File: src/rtl/fp16_classify_pkg.sv
// fp16_classify_pkg: shared binary16 field constants, operand struct and class enum.
// Latency: n/a (types and constants only).
// Backpressure: n/a.
package fp16_classify_pkg;

  localparam int EXP_W     = 5;
  localparam int MAN_W     = 10;
  localparam int QUIET_BIT = 9;
  localparam int NUM_CLASS = 10;

  localparam logic [EXP_W-1:0] EXP_MAX = 5'h1F;

  typedef struct packed {
    logic             sign;
    logic [EXP_W-1:0] exp;
    logic [MAN_W-1:0] man;
  } fp16_t;

  // Enum value is the bit position in the one-hot class vector. The order puts
  // snan in the MSB, so the vector reads in the same order as the output ports.
  typedef enum logic [3:0] {
    CLS_POS_INF      = 4'd0,
    CLS_POS_NORMAL   = 4'd1,
    CLS_POS_DENORMAL = 4'd2,
    CLS_POS_ZERO     = 4'd3,
    CLS_NEG_ZERO     = 4'd4,
    CLS_NEG_DENORMAL = 4'd5,
    CLS_NEG_NORMAL   = 4'd6,
    CLS_NEG_INF      = 4'd7,
    CLS_QNAN         = 4'd8,
    CLS_SNAN         = 4'd9
  } fp16_class_e;

endpackage

File: src/rtl/fp16_field_decode.sv
// fp16_field_decode: splits a binary16 word into the terms the classifier needs.
// Latency: 0 cycles, purely combinational.
// Backpressure: none; there is no handshake.
//
// Ports:
//   word_i          16-bit binary16 operand
//   sign_o          sign bit
//   exp_all_ones_o  exponent == 5'h1F (inf/NaN)
//   exp_zero_o      exponent == 0 (zero/denormal)
//   man_zero_o      mantissa == 0
//   man_msb_o       mantissa quiet bit (bit 9)
module fp16_field_decode
  import fp16_classify_pkg::*;
(
  input  logic [15:0] word_i,
  output logic        sign_o,
  output logic        exp_all_ones_o,
  output logic        exp_zero_o,
  output logic        man_zero_o,
  output logic        man_msb_o
);

  fp16_t op;

  assign op             = fp16_t'(word_i);
  assign sign_o         = op.sign;
  assign exp_all_ones_o = (op.exp == EXP_MAX);
  assign exp_zero_o     = (op.exp == '0);
  assign man_zero_o     = (op.man == '0);
  assign man_msb_o      = op.man[QUIET_BIT];

endmodule

File: src/rtl/fp16_classify.sv
// fp16_classify: one-hot IEEE 754 binary16 classifier (fclass-style, ten classes).
// Latency: 0 cycles; 1 cycle with FP16_CLASSIFY_REG_OUT_EN defined.
// Backpressure: none; a new operand is accepted every cycle.
//
// Ports:
//   clk, rst_n      clock and async active-low reset; only used by the output register
//   in              binary16 operand
//   is_*            ten class flags, exactly one set (all clear while in reset
//                   when the output register is present)
//
// Build option: define FP16_CLASSIFY_REG_OUT_EN to register the flags.
module fp16_classify
  import fp16_classify_pkg::*;
(
  input  logic        clk,
  input  logic        rst_n,
  input  logic [15:0] in,
  output logic        is_snan,
  output logic        is_qnan,
  output logic        is_neg_inf,
  output logic        is_neg_normal,
  output logic        is_neg_denormal,
  output logic        is_neg_zero,
  output logic        is_pos_zero,
  output logic        is_pos_denormal,
  output logic        is_pos_normal,
  output logic        is_pos_inf
);

  logic sign;
  logic exp_all_ones;
  logic exp_zero;
  logic man_zero;
  logic man_msb;

  logic                 is_nan;
  logic                 is_inf;
  logic                 is_zero;
  logic                 is_den;
  logic                 is_norm;
  logic [NUM_CLASS-1:0] cls_d;
  logic [NUM_CLASS-1:0] cls_o;

  fp16_field_decode u_decode (
    .word_i         (in),
    .sign_o         (sign),
    .exp_all_ones_o (exp_all_ones),
    .exp_zero_o     (exp_zero),
    .man_zero_o     (man_zero),
    .man_msb_o      (man_msb)
  );

  // Exponent/mantissa split into five mutually exclusive categories; the sign
  // then picks the half, except for NaNs where it is ignored.
  assign is_nan  = exp_all_ones & ~man_zero;
  assign is_inf  = exp_all_ones &  man_zero;
  assign is_zero = exp_zero     &  man_zero;
  assign is_den  = exp_zero     & ~man_zero;
  assign is_norm = ~exp_all_ones & ~exp_zero;

  always_comb begin
    cls_d                   = '0;
    cls_d[CLS_SNAN]         = is_nan & ~man_msb;
    cls_d[CLS_QNAN]         = is_nan &  man_msb;
    cls_d[CLS_NEG_INF]      = is_inf  &  sign;
    cls_d[CLS_POS_INF]      = is_inf  & ~sign;
    cls_d[CLS_NEG_NORMAL]   = is_norm &  sign;
    cls_d[CLS_POS_NORMAL]   = is_norm & ~sign;
    cls_d[CLS_NEG_DENORMAL] = is_den  &  sign;
    cls_d[CLS_POS_DENORMAL] = is_den  & ~sign;
    cls_d[CLS_NEG_ZERO]     = is_zero &  sign;
    cls_d[CLS_POS_ZERO]     = is_zero & ~sign;
  end

`ifdef FP16_CLASSIFY_REG_OUT_EN
  logic [NUM_CLASS-1:0] cls_q;

  // Reset clears all flags at once; no in-flight result survives it.
  always_ff @(posedge clk or negedge rst_n) begin
    if (!rst_n) begin
      cls_q <= '0;
    end else begin
      cls_q <= cls_d;
    end
  end

  assign cls_o = cls_q;
`else
  // Clock and reset are not needed without the output register.
  logic unused_clk_rst;
  assign unused_clk_rst = clk ^ rst_n;

  assign cls_o = cls_d;
`endif

  assign is_snan         = cls_o[CLS_SNAN];
  assign is_qnan         = cls_o[CLS_QNAN];
  assign is_neg_inf      = cls_o[CLS_NEG_INF];
  assign is_neg_normal   = cls_o[CLS_NEG_NORMAL];
  assign is_neg_denormal = cls_o[CLS_NEG_DENORMAL];
  assign is_neg_zero     = cls_o[CLS_NEG_ZERO];
  assign is_pos_zero     = cls_o[CLS_POS_ZERO];
  assign is_pos_denormal = cls_o[CLS_POS_DENORMAL];
  assign is_pos_normal   = cls_o[CLS_POS_NORMAL];
  assign is_pos_inf      = cls_o[CLS_POS_INF];

endmodule

File: config.mk
export PLATFORM = sky130hd
export DESIGN_NAME = fp16_classify
export DESIGN_NICKNAME = d
export VERILOG_FILES = /design/src/rtl/fp16_classify_pkg.sv /design/src/rtl/fp16_field_decode.sv /design/src/rtl/fp16_classify.sv
export SDC_FILE = /design/constraint.sdc
export NUM_CORES = 1
export LEC_CHECK = 0
export ABC_AREA = 1
export BUFFER_PORTS_ARGS = -buffer_cell sky130_fd_sc_hd__buf_2
export CORE_AREA = 4 4 41 43
export DETAILED_ROUTE_END_ITERATION = 8
export DIE_AREA = 0 0 45 47
export PLACE_DENSITY = 0.39
export SLEW_MARGIN = 20
export SYNTH_ARGS = -nofsm -noshare
export SYNTH_HDL_FRONTEND = slang
export SYNTH_SLANG_ARGS = --single-unit
File: constraint.sdc
create_clock -name vclk -period 1.6
set_input_delay 0.4 -clock vclk [all_inputs]
set_output_delay 0.4 -clock vclk [all_outputs]
set_load 0.01 [all_outputs]
==> out/results.ini <==
[synth]
number_of_different_library_cells_in_the_post_synthesis_netlist=10
yosys.cell_count.top_type=sky130_fd_sc_hd__nor2_1
syn-cell-area_um2=150
net_count_synth=51
yosys.area.top_type_share=0.425
yosys-top-cells-area=sky130_fd_sc_hd__nor2_1 43%, sky130_fd_sc_hd__nand2_1 13%, sky130_fd_sc_hd__inv_1 7.5%, sky130_fd_sc_hd__nor2_4 7.5%, sky130_fd_sc_hd__nand3_1 6.7%
yosys_top_cell_by_area=sky130_fd_sc_hd__nor2_1
synth.yosys.warnings=0
syn_inst=33
seq_area_frac_synth=0
ys_top_cells_by_count=17 x sky130_fd_sc_hd__nor2_1, 5 x sky130_fd_sc_hd__nand2_1, 3 x sky130_fd_sc_hd__inv_1
avgSynthCellArea_um2=4.55

[finish]
fillers=148
syn2layout_area_growth_pct=171
design.final.nets=80
clk_buf=0
final_area_um2=407
end_of_flow_core_utilization=0.313
finish.cell_count_without_fillers=75
register_area_um2=0
post_route_cells_drive_above_1_share=0.700
insertedDiodeCount=0
sequential_cell_total=0

[pwr]
vdd_ir_drop_max_uv=72.7
power_density_mw_per_mm2=164
p_leak_nw=0.200

[sta]
post-route-period-util=0.965
slew-limit-headroom=0.862
timing.fmax_mhz=648
timing.final.crit_period_ns=1.54
setup_viol=0
unrepaired_setup_endpoints_after_global_routing=true
final-max-slew-violation-count=0
tightest_slew_ns=0.207
finalHoldViolCount=0

[global_route]
grt_usage=0.0472
via_count_of_the_first_global_routing_pass=210
grt_remaining_overflow=0
grt_start_max_net_pins=6
grt_pass1_wl_um=828
grt_antenna_before_repair=0

[worst_setup_path]
critPathMaxFanout=2
worst-endpoint-arrival_ns=1.14
required_time_at_the_worst_slack_endpoint_ns=1.20
crit_path_start_kind=input port
worstSetupPathType=in -> out
critical_path.endpoint_type=primary output

[routing]
drc=0
routed_wire_length_um=579
drt_iter0_drc=4
drt_pass1_iterations=4
post_drt_wl_per_cell_um=7.72
drt.antenna.violating_nets=0
avgViaCountPerCell=4.04
via_count=303

[floorplanning]
fp.dieH_um=47
fp.coreArea_mm2=0.00130
die_w_um=45
start_util=0.115
boundaryPins=28
core.rowCount=13
fp.dieArea_mm2=0.00212

[status]
outcome=completed

[clock_network]
cts_hold_buf=0

[run]
drv_cap=0

[placement]
placed_cell_areas_um2=299
place.detailed.hpwl_um=504
globalplace.congestion=0.657
number_of_instances_in_the_placed_design=74
placement.io_buffers=26

[worst_hold_path]
worstHoldPathType=in -> out

-- cell families (layout without fill, tap and decap cells) --
family / after synthesis / after routing / share of synthesized area
compound gates: 3 / 3 / 0.133
simple gates: 27 / 27 / 0.792
buf+inv: 3 / 30 / 0.0750
-- worst max-delay path, stage by stage --
cell and delay, ns:
sky130_fd_sc_hd__buf_6 0.09, sky130_fd_sc_hd__or2_4 0.25, sky130_fd_sc_hd__nor2_4 0.12, sky130_fd_sc_hd__nand2_2 0.07
sky130_fd_sc_hd__nor2_2 0.09, sky130_fd_sc_hd__buf_2 0.12
-- layout make-up --
class / count / area (µm²) / share of cell area
tap: 15 / 18.8 / 0.0462
inverter: 3 / 11.3 / 0.0277
timing repair buffer: 27 / 173 / 0.425
multi-input combinational: 30 / 204 / 0.502
-- power breakdown --
group	total (mW)	switching [mW]	internal, mW
sequential	0	0	0
combinational	0.0667	0.0313	0.0354
clock	0	0	0
-- through the flow --
| step | setup WS [ns] | power, mW | setup TNS, ns | hold WS [ns] |
|---|---|---|---|---|
| global route | -0.0315 | 0.0727 | -0.0531 | 1.10 |
| global placement | 0.0222 | 0.0458 | 0 | 1.07 |
| detailed placement | 0.0157 | 0.0459 | 0 | 1.06 |
| finish | 0.0556 | 0.0667 | 0 | 1.08 |
| floorplan | 0.213 | 0.0186 | 0 | 0.848 |
| CTS | 0.0102 | 0.0460 | 0 | 1.07 |
-- path summary, 6_finish.rpt --
path	startpoint	endpoint	slack (ns)	cells past startpoint
setup / recovery	in[13]	is_pos_zero	0.06	6
hold / removal	in[9]	is_snan	1.08	3
-- what timing repair did --
action                                  4_1_cts  5_1_grt
endpoints found under the setup margin        0        9
buffers inserted                              0        1
gates resized for setup                       0       23
-- layout by cell type (no fill, tap or decap) --
master / count
sky130_fd_sc_hd__o21ai_1: 1
sky130_fd_sc_hd__o22ai_1: 1
sky130_fd_sc_hd__nand2_2: 3
sky130_fd_sc_hd__nand3_4: 1
sky130_fd_sc_hd__nand2_1: 2
sky130_fd_sc_hd__o21ai_4: 1
sky130_fd_sc_hd__buf_2: 21
sky130_fd_sc_hd__inv_1: 3
sky130_fd_sc_hd__or2_4: 1
sky130_fd_sc_hd__nor2_2: 4
sky130_fd_sc_hd__nor2_4: 5
sky130_fd_sc_hd__nand3_1: 1
sky130_fd_sc_hd__nor2_1: 10
sky130_fd_sc_hd__buf_6: 6
-- metal layers --
| layer | global-route usage | part of all wire | vias up | wire length [µm] |
|---|---|---|---|---|
| li1 | - | - | 157 | - |
| met1 | 0.0809 | 0.35 | 125 | 203 |
| met2 | 0.0650 | 0.44 | 21 | 255 |
| met3 | 0.00383 | 0.21 | 0 | 120 |
| met4 | 0 | 0 | 0 | 0 |
| met5 | 0 | 0 | - | 0 |
Power figures use the tool's default switching activity.
